--- src/rtl/ps2_kbd_ascii.sv ---
// ps2_kbd_ascii
// -------------
// Receives PS/2 set-2 scancodes from a keyboard and tracks the make/break,
// extended-prefix, Shift and Caps Lock state. Make codes are translated to
// US-layout ASCII and queued in a small FIFO. The FIFO head is offered to the
// memory controller with a level interrupt and an acknowledge-to-pop handshake.
//
// Ports:
//   clk50M        in   system clock
//   rst           in   synchronous reset, active-low
//   ps2_clk       in   raw PS/2 clock (asynchronous)
//   ps2_data      in   raw PS/2 data (asynchronous)
//   kbd_int       out  high while the FIFO holds at least one byte
//   kbd_data      out  ASCII byte at the FIFO head, 0x00 when empty
//   kbd_int_ack   in   consumer acknowledge; a rising edge pops the head
//   kbd_overflow  out  sticky: a translated byte was dropped on a full FIFO
//   kbd_frame_err out  one-cycle pulse on start/parity/stop/timeout error
module ps2_kbd_ascii #(
    parameter int FIFO_DEPTH     = 8,
    parameter int TIMEOUT_CYCLES = 50000
) (
    input  logic       clk50M,
    input  logic       rst,
    input  logic       ps2_clk,
    input  logic       ps2_data,
    output logic       kbd_int,
    output logic [7:0] kbd_data,
    input  logic       kbd_int_ack,
    output logic       kbd_overflow,
    output logic       kbd_frame_err
);

    localparam int AW = $clog2(FIFO_DEPTH);
    localparam int TW = $clog2(TIMEOUT_CYCLES + 1);
    localparam logic [AW:0]   DEPTH_C = (AW + 1)'(FIFO_DEPTH);
    localparam logic [TW-1:0] TO_LAST = TW'(TIMEOUT_CYCLES - 1);

    typedef enum logic [1:0] {
        IDLE  = 2'd0,
        SHIFT = 2'd1,
        CHECK = 2'd2
    } rx_state_t;

    // US-layout lowercase letter for a set-2 make code, 0x00 if not a letter.
    function automatic logic [7:0] letter_lc(input logic [7:0] code);
        case (code)
            8'h1C: letter_lc = 8'h61; 8'h32: letter_lc = 8'h62;
            8'h21: letter_lc = 8'h63; 8'h23: letter_lc = 8'h64;
            8'h24: letter_lc = 8'h65; 8'h2B: letter_lc = 8'h66;
            8'h34: letter_lc = 8'h67; 8'h33: letter_lc = 8'h68;
            8'h43: letter_lc = 8'h69; 8'h3B: letter_lc = 8'h6A;
            8'h42: letter_lc = 8'h6B; 8'h4B: letter_lc = 8'h6C;
            8'h3A: letter_lc = 8'h6D; 8'h31: letter_lc = 8'h6E;
            8'h44: letter_lc = 8'h6F; 8'h4D: letter_lc = 8'h70;
            8'h15: letter_lc = 8'h71; 8'h2D: letter_lc = 8'h72;
            8'h1B: letter_lc = 8'h73; 8'h2C: letter_lc = 8'h74;
            8'h3C: letter_lc = 8'h75; 8'h2A: letter_lc = 8'h76;
            8'h1D: letter_lc = 8'h77; 8'h22: letter_lc = 8'h78;
            8'h35: letter_lc = 8'h79; 8'h1A: letter_lc = 8'h7A;
            default: letter_lc = 8'h00;
        endcase
    endfunction

    // {plain, shifted} character for non-letter keys, 0 if unmapped.
    function automatic logic [15:0] other_pair(input logic [7:0] code);
        case (code)
            8'h16: other_pair = 16'h3121; 8'h1E: other_pair = 16'h3240;
            8'h26: other_pair = 16'h3323; 8'h25: other_pair = 16'h3424;
            8'h2E: other_pair = 16'h3525; 8'h36: other_pair = 16'h365E;
            8'h3D: other_pair = 16'h3726; 8'h3E: other_pair = 16'h382A;
            8'h46: other_pair = 16'h3928; 8'h45: other_pair = 16'h3029;
            8'h0E: other_pair = 16'h607E; 8'h4E: other_pair = 16'h2D5F;
            8'h55: other_pair = 16'h3D2B; 8'h54: other_pair = 16'h5B7B;
            8'h5B: other_pair = 16'h5D7D; 8'h5D: other_pair = 16'h5C7C;
            8'h4C: other_pair = 16'h3B3A; 8'h52: other_pair = 16'h2722;
            8'h41: other_pair = 16'h2C3C; 8'h49: other_pair = 16'h2E3E;
            8'h4A: other_pair = 16'h2F3F;
            8'h29: other_pair = 16'h2020; 8'h5A: other_pair = 16'h0A0A;
            8'h66: other_pair = 16'h0808; 8'h0D: other_pair = 16'h0909;
            8'h76: other_pair = 16'h1B1B;
            default: other_pair = 16'h0000;
        endcase
    endfunction

    // {valid, ascii} for a non-modifier make code under the current modifiers.
    function automatic logic [8:0] translate(input logic [7:0] code,
                                             input logic       shift,
                                             input logic       caps);
        logic [7:0]  lc;
        logic [15:0] pr;
        lc = letter_lc(code);
        pr = other_pair(code);
        if (lc != 8'h00) begin
            translate = {1'b1, (shift ^ caps) ? (lc - 8'h20) : lc};
        end else if (pr != 16'h0000) begin
            translate = {1'b1, shift ? pr[7:0] : pr[15:8]};
        end else begin
            translate = 9'h000;
        end
    endfunction

    // ---------------- input synchronisation and glitch filter ----------------
    logic [1:0] clk_sync_r, dat_sync_r;
    logic [3:0] clk_hist_r, dat_hist_r;
    logic       clk_filt_r, dat_filt_r, clk_filt_d_r;
    logic       strobe_s;

    // Two-flop synchronisers, 4-sample filters and a delayed filtered clock.
    always_ff @(posedge clk50M) begin
        if (!rst) begin
            clk_sync_r   <= 2'b11;
            dat_sync_r   <= 2'b11;
            clk_hist_r   <= 4'hF;
            dat_hist_r   <= 4'hF;
            clk_filt_r   <= 1'b1;
            dat_filt_r   <= 1'b1;
            clk_filt_d_r <= 1'b1;
        end else begin
            clk_sync_r   <= {clk_sync_r[0], ps2_clk};
            dat_sync_r   <= {dat_sync_r[0], ps2_data};
            clk_hist_r   <= {clk_hist_r[2:0], clk_sync_r[1]};
            dat_hist_r   <= {dat_hist_r[2:0], dat_sync_r[1]};
            if (clk_hist_r == 4'hF) begin
                clk_filt_r <= 1'b1;
            end else if (clk_hist_r == 4'h0) begin
                clk_filt_r <= 1'b0;
            end
            if (dat_hist_r == 4'hF) begin
                dat_filt_r <= 1'b1;
            end else if (dat_hist_r == 4'h0) begin
                dat_filt_r <= 1'b0;
            end
            clk_filt_d_r <= clk_filt_r;
        end
    end

    assign strobe_s = clk_filt_d_r & ~clk_filt_r;

    // ---------------- frame receiver ----------------
    rx_state_t     rx_state_r;
    logic [3:0]    bit_cnt_r;
    logic [9:0]    frame_r;     // {stop, parity, data[7:0]} once complete
    logic [TW-1:0] tmo_cnt_r;
    logic          frame_err_r;
    logic          frame_ok_s;
    logic          code_valid_s;
    logic [7:0]    code_s;

    assign frame_ok_s   = (^frame_r[8:0]) & frame_r[9];
    assign code_valid_s = (rx_state_r == CHECK) && frame_ok_s;
    assign code_s       = frame_r[7:0];

    // Receiver FSM: start bit, 8 data bits LSB first, parity, stop, check.
    always_ff @(posedge clk50M) begin
        if (!rst) begin
            rx_state_r  <= IDLE;
            bit_cnt_r   <= 4'd0;
            frame_r     <= 10'd0;
            tmo_cnt_r   <= '0;
            frame_err_r <= 1'b0;
        end else begin
            frame_err_r <= 1'b0;
            case (rx_state_r)
                IDLE: begin
                    if (strobe_s) begin
                        if (!dat_filt_r) begin
                            rx_state_r <= SHIFT;
                            bit_cnt_r  <= 4'd0;
                            tmo_cnt_r  <= '0;
                        end else begin
                            frame_err_r <= 1'b1;
                        end
                    end
                end
                SHIFT: begin
                    if (strobe_s) begin
                        frame_r   <= {dat_filt_r, frame_r[9:1]};
                        tmo_cnt_r <= '0;
                        if (bit_cnt_r == 4'd9) begin
                            rx_state_r <= CHECK;
                        end else begin
                            bit_cnt_r <= bit_cnt_r + 4'd1;
                        end
                    end else if (tmo_cnt_r == TO_LAST) begin
                        // Keyboard went silent mid-frame: discard the partial frame.
                        frame_err_r <= 1'b1;
                        rx_state_r  <= IDLE;
                    end else begin
                        tmo_cnt_r <= tmo_cnt_r + TW'(1);
                    end
                end
                CHECK: begin
                    if (!frame_ok_s) begin
                        frame_err_r <= 1'b1;
                    end
                    rx_state_r <= IDLE;
                end
                default: rx_state_r <= IDLE;
            endcase
        end
    end

    // ---------------- scancode decoder ----------------
    logic       brk_r, ext_r, shift_l_r, shift_r_r, caps_r;
    logic       ascii_valid_r;
    logic [7:0] ascii_r;
    logic [8:0] xlat_s;

    assign xlat_s = translate(code_s, shift_l_r | shift_r_r, caps_r);

    // Prefix/modifier tracking and registered ASCII translation.
    always_ff @(posedge clk50M) begin
        if (!rst) begin
            brk_r         <= 1'b0;
            ext_r         <= 1'b0;
            shift_l_r     <= 1'b0;
            shift_r_r     <= 1'b0;
            caps_r        <= 1'b0;
            ascii_valid_r <= 1'b0;
            ascii_r       <= 8'h00;
        end else begin
            ascii_valid_r <= 1'b0;
            if (code_valid_s) begin
                if (code_s == 8'hF0) begin
                    brk_r <= 1'b1;
                end else if (code_s == 8'hE0) begin
                    ext_r <= 1'b1;
                end else begin
                    brk_r <= 1'b0;
                    ext_r <= 1'b0;
                    // Extended keys (arrows, keypad Enter, right Ctrl...) are ignored.
                    if (!ext_r) begin
                        if (code_s == 8'h12) begin
                            shift_l_r <= !brk_r;
                        end else if (code_s == 8'h59) begin
                            shift_r_r <= !brk_r;
                        end else if (code_s == 8'h58) begin
                            if (!brk_r) begin
                                caps_r <= !caps_r;
                            end
                        end else if (!brk_r) begin
                            ascii_valid_r <= xlat_s[8];
                            ascii_r       <= xlat_s[7:0];
                        end
                    end
                end
            end
        end
    end

    // ---------------- ASCII FIFO and acknowledge handshake ----------------
    logic [7:0]    mem_r [FIFO_DEPTH];
    logic [AW-1:0] wr_ptr_r, rd_ptr_r, rd_ptr_next_s;
    logic [AW:0]   count_r, count_next_s, remain_s;
    logic          ack_d_r;
    logic          pop_s, push_s, full_s;
    logic          kbd_int_r, kbd_overflow_r;
    logic [7:0]    kbd_data_r, head_next_s;

    assign full_s        = (count_r == DEPTH_C);
    assign pop_s         = kbd_int_ack & ~ack_d_r & (count_r != '0);
    // A full FIFO still accepts a byte when a pop frees a slot in the same cycle.
    assign push_s        = ascii_valid_r & (~full_s | pop_s);
    assign rd_ptr_next_s = pop_s ? rd_ptr_r + AW'(1) : rd_ptr_r;
    assign remain_s      = count_r - {{AW{1'b0}}, pop_s};
    assign count_next_s  = remain_s + {{AW{1'b0}}, push_s};

    // Next head value; bypass the write when the new byte becomes the head.
    always_comb begin
        head_next_s = 8'h00;
        if (count_next_s == '0) begin
            head_next_s = 8'h00;
        end else if (push_s && (remain_s == '0)) begin
            head_next_s = ascii_r;
        end else begin
            head_next_s = mem_r[rd_ptr_next_s];
        end
    end

    // FIFO storage, pointers, occupancy, registered head and status flags.
    always_ff @(posedge clk50M) begin
        if (!rst) begin
            for (int i = 0; i < FIFO_DEPTH; i++) begin
                mem_r[i] <= 8'h00;
            end
            wr_ptr_r       <= '0;
            rd_ptr_r       <= '0;
            count_r        <= '0;
            ack_d_r        <= 1'b0;
            kbd_int_r      <= 1'b0;
            kbd_data_r     <= 8'h00;
            kbd_overflow_r <= 1'b0;
        end else begin
            ack_d_r <= kbd_int_ack;
            if (push_s) begin
                mem_r[wr_ptr_r] <= ascii_r;
                wr_ptr_r        <= wr_ptr_r + AW'(1);
            end
            if (ascii_valid_r && !push_s) begin
                kbd_overflow_r <= 1'b1;
            end
            rd_ptr_r   <= rd_ptr_next_s;
            count_r    <= count_next_s;
            kbd_int_r  <= (count_next_s != '0);
            kbd_data_r <= head_next_s;
        end
    end

    assign kbd_int       = kbd_int_r;
    assign kbd_data      = kbd_data_r;
    assign kbd_overflow  = kbd_overflow_r;
    assign kbd_frame_err = frame_err_r;

endmodule

--- config.mk ---
export PLATFORM = sky130hd
export DESIGN_NAME = ps2_kbd_ascii
export DESIGN_NICKNAME = d
export VERILOG_FILES = /design/src/rtl/ps2_kbd_ascii.sv
export SDC_FILE = /design/constraint.sdc
export NUM_CORES = 1
export LEC_CHECK = 0
export BUFFER_PORTS_ARGS = -buffer_cell sky130_fd_sc_hd__buf_2
export CORE_ASPECT_RATIO = 1.75
export CORE_MARGIN = 2
export CORE_UTILIZATION = 61
export DETAILED_ROUTE_END_ITERATION = 10
export HOLD_SLACK_MARGIN = 0.12
export PLACE_DENSITY = 0.78
export SETUP_SLACK_MARGIN = 0.2
export SYNTH_ARGS = -nofsm -noshare
export SYNTH_HDL_FRONTEND = slang
export SYNTH_SLANG_ARGS = --single-unit
--- constraint.sdc ---
create_clock -name clk50M -period 4.53 [get_ports clk50M]
set_input_delay 0.906 -clock clk50M [delete_from_list [all_inputs] [get_ports clk50M]]
set_output_delay 0.906 -clock clk50M [all_outputs]
set_load 0.1 [all_outputs]
==> results list, run 1 <==
- Run status: finished clean
- The H-tree generated during clock tree synthesis spans 4 levels.
- Detailed placement finished with a half-perimeter wire length of 21.3 mm.
- Vias in the first global route: 8,326
- Worst Setup Slack, final: ~800 ps
* Cell accounting for the most synthesized area: dfxtp_1
* Buffers added on ports: 15
* Total of endpoints with negative setup slack in the final report: 0
- Power spread over the standard cell area amounts to 411 mW/mm².
- The tool flagged a number of max-cap violations equal to 0.
- The congestion estimate from routability-driven global placement came to 1.05.
- Pin count of the biggest net entering global routing: between 60 and 70
- After clock tree synthesis, the flow added hold-fix buffers numbering 0.
* Maximum count of clock buffers along a single path: 2
- Startpoint Class: flop
* Unrepaired setup endpoints after global routing: no
* Core Region: about 0.016 mm²
* Router iterations before antenna repair: 5
* Flop2flop setup slack: approximately 800 ps
* CTS Sinks: approximately 170
* Most common cell in the netlist: dfxtp_1
- In this run, synthesis produced a sequential element count of 167.
* Overall die area: around 0.017 mm²
- Summing the sequential cell areas from Yosys gives between 40 and 50% of the chip area.
- STA classifies the critical path endpoint as a flop.
* Critical path capture point: kbd_data[7]$_SDFF_PP0_
* Overall global routing resource usage: approximately a third
* Number of slew-limit violations in the final report: 0
* Worst clock skew on the final layout: about 13 ps
* Routed WL: around 30 mm
- After detailed routing, the average wire length per cell comes to 22.3 µm.
* Net count after synthesis: approximately 1,200
* Static leakage: 3.78 nW
* Worst slack, placed: between 700 and 800 ps
- After clock tree synthesis, the clock-pin slew on the worst setup and hold paths is 70 ps.
- Final ANT Viol Nets: 0
- VDD sags by at most roughly 0.27 mV.
- Area growth from synthesis to layout: 7.48%
* X dimension of the die: about 100 µm
- Final hold viol count: 0
- Initial antenna violation count: 0
- After detailed routing, the number of vias per cell comes to around 6.6.
- The floorplan has 61 rows.
- Min cycle time layout: ~3700 ps
* Sum of internal, switching and leakage power: ~4.4 mW
* Number of synthesized flops with an enable pin: 64
- Worst hold margin: about 410 ps
* Clock network latency to the later pin of the worst-skew pair: approximately 430 ps
- Timing-limited maximum frequency: approximately 270 MHz
- Top post-synthesis cells by area: dfxtp_1 21%, edfxtp_1 20%, and2_1 4.6%, nand2b_1 4.0%, nand2_1 3.7%
- Counting instances in the post-synthesis netlist gives the leading cell types as 103 x dfxtp_1, 96 x nand2_1, 88 x nor2_1.
- Summed over all failing endpoints, the final setup total negative slack is 0 ps.
- Top-area cell type share of the netlist area: 20.9%
* Filler Cell Count: about 1,400
- Among all flip-flop cells after synthesis, the most frequent one is dfxtp_1.
- Total setup buffers inserted after CTS: 0
* Gr ovfl total: 0
- The average instance in the mapped netlist occupies about 8.8 µm².
- Nets@finish: around 1,100
* Distinct cell type count of the synthesized netlist: 82
- Worst setup path start: count_r[0]$_SDFF_PN0_
- Share of flip-flops with an asynchronous set or reset after synthesis: 0%
- TritonCTS built the clock tree.
- The first global-routing pass estimated around 46 mm of wire.
* Utilization of the core after routing: between 60% and 70%
- The min-delay analysis places its worst path in the category flop to flop.
- Count of synthesis-stage warnings from yosys: 0
- For this block, the via count after detailed routing is 8,678.
* Cell Area, Synth: ~0.01 mm²
- Max Fanout on Critical Path: 19
* Data arrival time of the critical path: slightly above 4000 ps
* Number of instances in the synthesized netlist: between 1,000 and 1,500
- The repair_antennas step left the layout with diodes totalling 0.
* Fraction of the cycle the final worst path needs: between 80% and 90%
- The worst setup path is of the flop to flop kind.
- Root buffer selected by CTS: clkbuf_16
- For this design the top-level I/O count stands at 16.
* Drc violations: 0
- Worst relative slew slack: approximately two fifths
* Layout cell share with drive strength beyond 1: 8.52%
- Post-CTS repair changed the size of 0 cells.
- From bottom edge to top edge, the die measures 172 µm.
* Data required time at the worst endpoint: 4860 ps
- At the pin with the least slew margin, the transition time is ~910 ps.
- Depth of the worst register-to-register path: 10
- Effective utilization at floorplan: 62.0%
- Cts bufs inserted: 17
- Worst flop-to-flop path startpoint: count_r[0]$_SDFF_PN0_
- Number of violations reported at the end of detailed-routing iteration 0: roughly 540
* Endpoint of the worst register-to-register path: kbd_data[7]$_SDFF_PP0_
worst min path at each step:
stage	to	slack [ps]	depth (start not counted)	start
final	dat_hist_r[0]$_SDFF_PN1_	410	1	dat_sync_r[1]$_SDFF_PN1_
after global routing	dat_hist_r[0]$_SDFF_PN1_	430	1	dat_sync_r[1]$_SDFF_PN1_
after CTS	dat_hist_r[0]$_SDFF_PN1_	420	1	dat_sync_r[1]$_SDFF_PN1_
after detailed placement	dat_hist_r[0]$_SDFF_PN1_	400	1	dat_sync_r[1]$_SDFF_PN1_
after global placement	dat_hist_r[0]$_SDFF_PN1_	390	1	dat_sync_r[1]$_SDFF_PN1_
after floorplan	clk_hist_r[0]$_SDFF_PN1_	390	1	clk_sync_r[1]$_SDFF_PN1_
placed cells by master, fill, tap and decap left out, types with 26 or more instances in the layout:
master / n
o21ai_0: 48
edfxtp_1: 64
ha_1: 26
nand2_1: 96
a211oi_1: 28
dfxtp_1: 103
a21oi_1: 65
nand2b_1: 63
nor3_1: 39
and2_1: 73
nor2_1: 88
power breakdown:
group / internal [mW] / switching (mW) / leakage, nW
clock: 0.814 / 0.619 / 0.281
sequential: 1.63 / 0.0424 / 1.45
combinational: 0.418 / 0.831 / 2.05
layer usage:
metal | up-vias | wire [µm] | track usage [%]
li1 | 4084 | - | -
met1 | 4139 | 10100 | 34.4
met2 | 329 | 15800 | 65.7
met3 | 126 | 1270 | 5.38
met4 | 0 | 2240 | 23.8
met5 | - | 0 | 0
layout make-up:
type / instances / area (µm²) / area share, %
clock buffers: 17 / 425 / 4.02
multi-input cells: 855 / 5400 / 51.0
repair buffers: 40 / 263 / 2.48
clock inverters: 15 / 151 / 1.43
flip-flops and latches: 167 / 3980 / 37.6
well taps: 189 / 236 / 2.23
inverters: 33 / 126 / 1.19
critical path, cell delays in order (launching register included):
cell and delay [ps]:
dfxtp_1 340, or4_1 930, nand2_8 330, inv_4 70, ha_1 200, ha_1 200
xnor2_1 330, and3_1 210, nand3_1 480, o2111a_1 310, a211oi_1 230
cell families after synthesis:
| family | after synthesis | share of synthesized area [%] |
|---|---|---|
| AOI/OAI and AO/OA | 300 | 20.5 |
| and+or+nand+nor | 478 | 25.8 |
| xor gates and xnor gates | 22 | 2.10 |
| DFF | 167 | 40.5 |
| buffers and inverters | 102 | 4.73 |
| muxes | 29 | 3.13 |
| adders and majority gates | 26 | 3.30 |
through the flow:
stage,instance area [µm²],instances
floorplan,9850,1124
global placement,10000,1284
detailed placement,10000,1284
CTS,10600,1316
global route,10600,1316
finish,10600,1316
No activity file was read; power rests on OpenSTA's default activity.
==> run 2: changes to the inputs <==
--- a/config.mk
+++ b/config.mk
@@ -8,10 +8,10 @@
 export BUFFER_PORTS_ARGS = -buffer_cell sky130_fd_sc_hd__buf_2
 export CORE_ASPECT_RATIO = 1.75
 export CORE_MARGIN = 2
-export CORE_UTILIZATION = 61
+export CORE_UTILIZATION = 58
 export DETAILED_ROUTE_END_ITERATION = 10
 export HOLD_SLACK_MARGIN = 0.12
-export PLACE_DENSITY = 0.78
+export PLACE_DENSITY = 0.77
 export SETUP_SLACK_MARGIN = 0.2
 export SYNTH_ARGS = -nofsm -noshare
 export SYNTH_HDL_FRONTEND = slang
==> constraint.sdc (replaced) <==
create_clock -name clk50M -period 3.2 [get_ports clk50M]
set_input_delay 0.64 -clock clk50M [delete_from_list [all_inputs] [get_ports clk50M]]
set_output_delay 0.64 -clock clk50M [all_outputs]
set_load 0.1 [all_outputs]
==> results list, run 2 (same netlist as run 1, synthesis figures left out) <==
* CP top delay family: compound AO/OA/AOI/OAI gates
- The power per cell area is 567 mW/mm² (+38%).
- The number of endpoints with negative hold slack in the final report is 0 (unchanged).
- The ratio of final minimum period to clock period is 90.5% (+8.2 points).
- The area inside the core boundary came to 0.0168 mm² (+5.8%).
* Buffers and inverters on the worst path: 1 (unchanged)
- In this design, the critical path's most frequently occurring cell is nor2_1.
- The floorplan die width came to 102 µm (+2.5%).
- Clock group share of total power: 31.0% (-1.9 points)
- Wl on met1: 10.1 mm (about the same)
* Most common cell after layout, fill and taps aside: dfxtp_1
- The clock buffer count from CTS came to 17 (unchanged).
* Worst relative slew slack: 31.7% (-6.8 points)
- Run status: finished clean
- Worst clock skew on the final layout: 11.7 ps (-1.00 ps)
- The largest fanout on the critical path is 10 (-9).
* Number of standard cells in the final layout excluding fillers: 1,385 (+5.2%)
* Drc violations: 0 (unchanged)
- DP Cell Count: 1,350 (+5.1%)
- Length of routed met3 wiring: 1.23 mm (-2.9%)
* Max-cap violations: 0 (unchanged)
* Maximum count of clock buffers along a single path: 2 (unchanged)
- After detailed routing, no signal wire sits above met4.
- Area growth from synthesis to layout: 10.2%
* Timing-limited maximum frequency: 345 MHz (+29%)
- Highest ir drop seen on vdd: 0.384 mV (+45%)
* Internal power: 4.04 mW (+41%)
- Total of endpoints with negative setup slack in the final report: 0 (unchanged)
- The mean number of vias per cell was 6.31 (-4.3%).
* Final ANT Viol Nets: 0 (unchanged)
* Effective utilization at floorplan: 58.6% (-3.4 points)
- Overall global routing resource usage: 33.4% (-1.5 points)
- The clock latency reported for the late side of the worst-skew pair was 430 ps (about the same).
- The total number of H-tree levels was 4 (unchanged).
* Floorplan row count: 63 (+3.3%)
- Path category of the worst min-delay check: flop to flop
- Pin count of the biggest net entering global routing: 67 (-1.5%)
* Number of hold-repair buffers added at the cts stage: 0 (unchanged)
- The area of the multi-input gates is 0.00542 mm² (+0.39%).
* Clock tree from TritonCTS: yes
- Filler Cell Count: 1,447 (+6.4%)
- Share of power burned in registers: 38.4% (about the same)
- The area of the die is 0.0181 mm² (+5.0%).
- The portion of total power attributed to combinational logic was 30.5% (+1.8 points).
- The number of nets in the final layout is 1,176 (+2.7%).
- Setup TNS Final: 0 ps (unchanged)
- Count of pins on the block boundary: 16 (unchanged)
- Initial antenna violation count: 0 (unchanged)
- Routed wire length on met2: 16.0 mm (+1.6%)
- The number of sinks on the clock net came to 167 (unchanged).
- Wire per inst: 21.4 µm (-4.0%)
- Root buffer selected by CTS: clkbuf_16
* Share of total power consumed by net switching: 34.4% (+0.078 points)
- The total wirelength of the detailed-routed design came to 29.7 mm (+1.1%).
* Static leakage: 3.91 nW (+3.4%)
* Cell type of the slowest stage on the worst timing path: dfxtp_1
- The endpoint required time on the critical path is 3520 ps (-1340 ps).
- The die height came to 176 µm (+2.5%).
- Min cycle time layout: 2900 ps (-832 ps)
- Register Area: 0.00398 mm² (unchanged)
- Setup repair after global routing could not meet its margin everywhere.
- The fraction of final layout cells sized beyond drive strength 1 came to 11.1% (+2.6 points).
* Number of violations reported at the end of detailed-routing iteration 0: 523 (-3.7%)
* Detail Placement HPWL: 21.8 mm (+2.0%)
- Maximum cell stage delay along the critical path: 480 ps (-450 ps)
* First-pass GRT wire length: 45.4 mm (-0.23%)
- The routability congestion estimate from global placement is 1.05 (about the same).
- Least-Margin Pin Slew: 1020 ps (+106 ps)
* Reported net switching power: 2.12 mW (+42%)
- Gr ovfl total: 0 (unchanged)
- Setup crit end kind: flop
- The worst setup path is of the flop to flop kind.
- The number of antenna diodes came to 0 (unchanged).
- Buffers added on ports: 15 (unchanged)
- The CTS clock-pin slew for the worst setup and hold paths was 60 ps (about the same).
- List of cells traversed by the critical path: and4bb_4 > mux2i_1 > nor2_2 > ha_1 > buf_4 > and2_1 > o21a_1 > nor2_1 > nor2_1 > a211o_1 > a311o_1
- Vias in the first global route: 8,497 (+2.1%)
- Startpoint Class: flop
- Via count: 8,743 (+0.75%)
- The critical path data arrival time came to 3210 ps (-850 ps).
- The first-pass iteration count of the detailed router came to 5 (unchanged).
* Number of slew-limit violations in the final report: 0 (unchanged)
- Top library cells by usage in the layout, fill and taps aside: 103 x dfxtp_1, 96 x nand2_1, 87 x nor2_1, 73 x and2_1, 65 x a21oi_1
## run 2: worst paths after layout
kind / from / endpoint / slack [ps] / depth (start not counted)
setup / recovery: rx_state_r[0]$_SDFFE_PN0P_ / flop / 300 / 11
hold / removal: dat_sync_r[1]$_SDFF_PN1_ / dat_hist_r[0]$_SDFF_PN1_ / 400 / 1
setup reg to reg: rx_state_r[0]$_SDFFE_PN0P_ / flop / 300 / 11
hold reg to reg: dat_sync_r[1]$_SDFF_PN1_ / dat_hist_r[0]$_SDFF_PN1_ / 400 / 1
## run 2: cell type report
| class | count | share of cell area (%) |
|---|---|---|
| Clock inverter | 12 | 0.957 |
| Sequential cell | 167 | 36.7 |
| Tap cell | 227 | 2.62 |
| Inverter | 33 | 1.16 |
| Multi-Input combinational cell | 855 | 49.9 |
| Timing Repair Buffer | 71 | 4.60 |
| Clock buffer | 20 | 4.02 |
## run 2: repair_timing
action	4_1_cts	5_1_grt
gates resized for setup	0	5
buffers inserted	0	2
setup endpoints to repair	0	12
## run 2: per-layer routing
metal,up-vias,global-route usage [%]
met5,-,0
met4,0,23.3
met3,129,4.99
met2,334,62.5
met1,4141,31.9
li1,4139,-
## run 2: power groups by stage
stage | combinational, mW | clock [mW] | sequential, mW
floorplan | 1.24 | 0 | 2.55
global placement | 1.71 | 0 | 2.40
detailed placement | 1.75 | 0 | 2.41
CTS | 1.76 | 1.92 | 2.36
global route | 2.02 | 2.01 | 2.37
finish | 1.88 | 1.91 | 2.36
## run 2: worst register-to-register path, cell delays in order (launching register included)
cell and delay, ps:
dfxtp_1 480, and4bb_4 280, mux2i_1 340, nor2_2 130
ha_1 220, buf_4 190, and2_1 160, o21a_1 170
nor2_1 100, nor2_1 80, a211o_1 300, a311o_1 340
## run 2: stage by stage
stage / setup WS, ps / utilization (%) / cell area (µm²) / power, mW / hold WS [ps]
floorplan: 246 / - / 9850 / 3.79 / 386
global placement: 237 / 61.1 / 10300 / 4.11 / 388
detailed placement: 222 / 61.1 / 10300 / 4.16 / 394
CTS: 252 / 64.3 / 10800 / 6.05 / 392
global route: 152 / 64.6 / 10900 / 6.40 / 406
finish: 305 / 64.6 / 10900 / 6.16 / 400
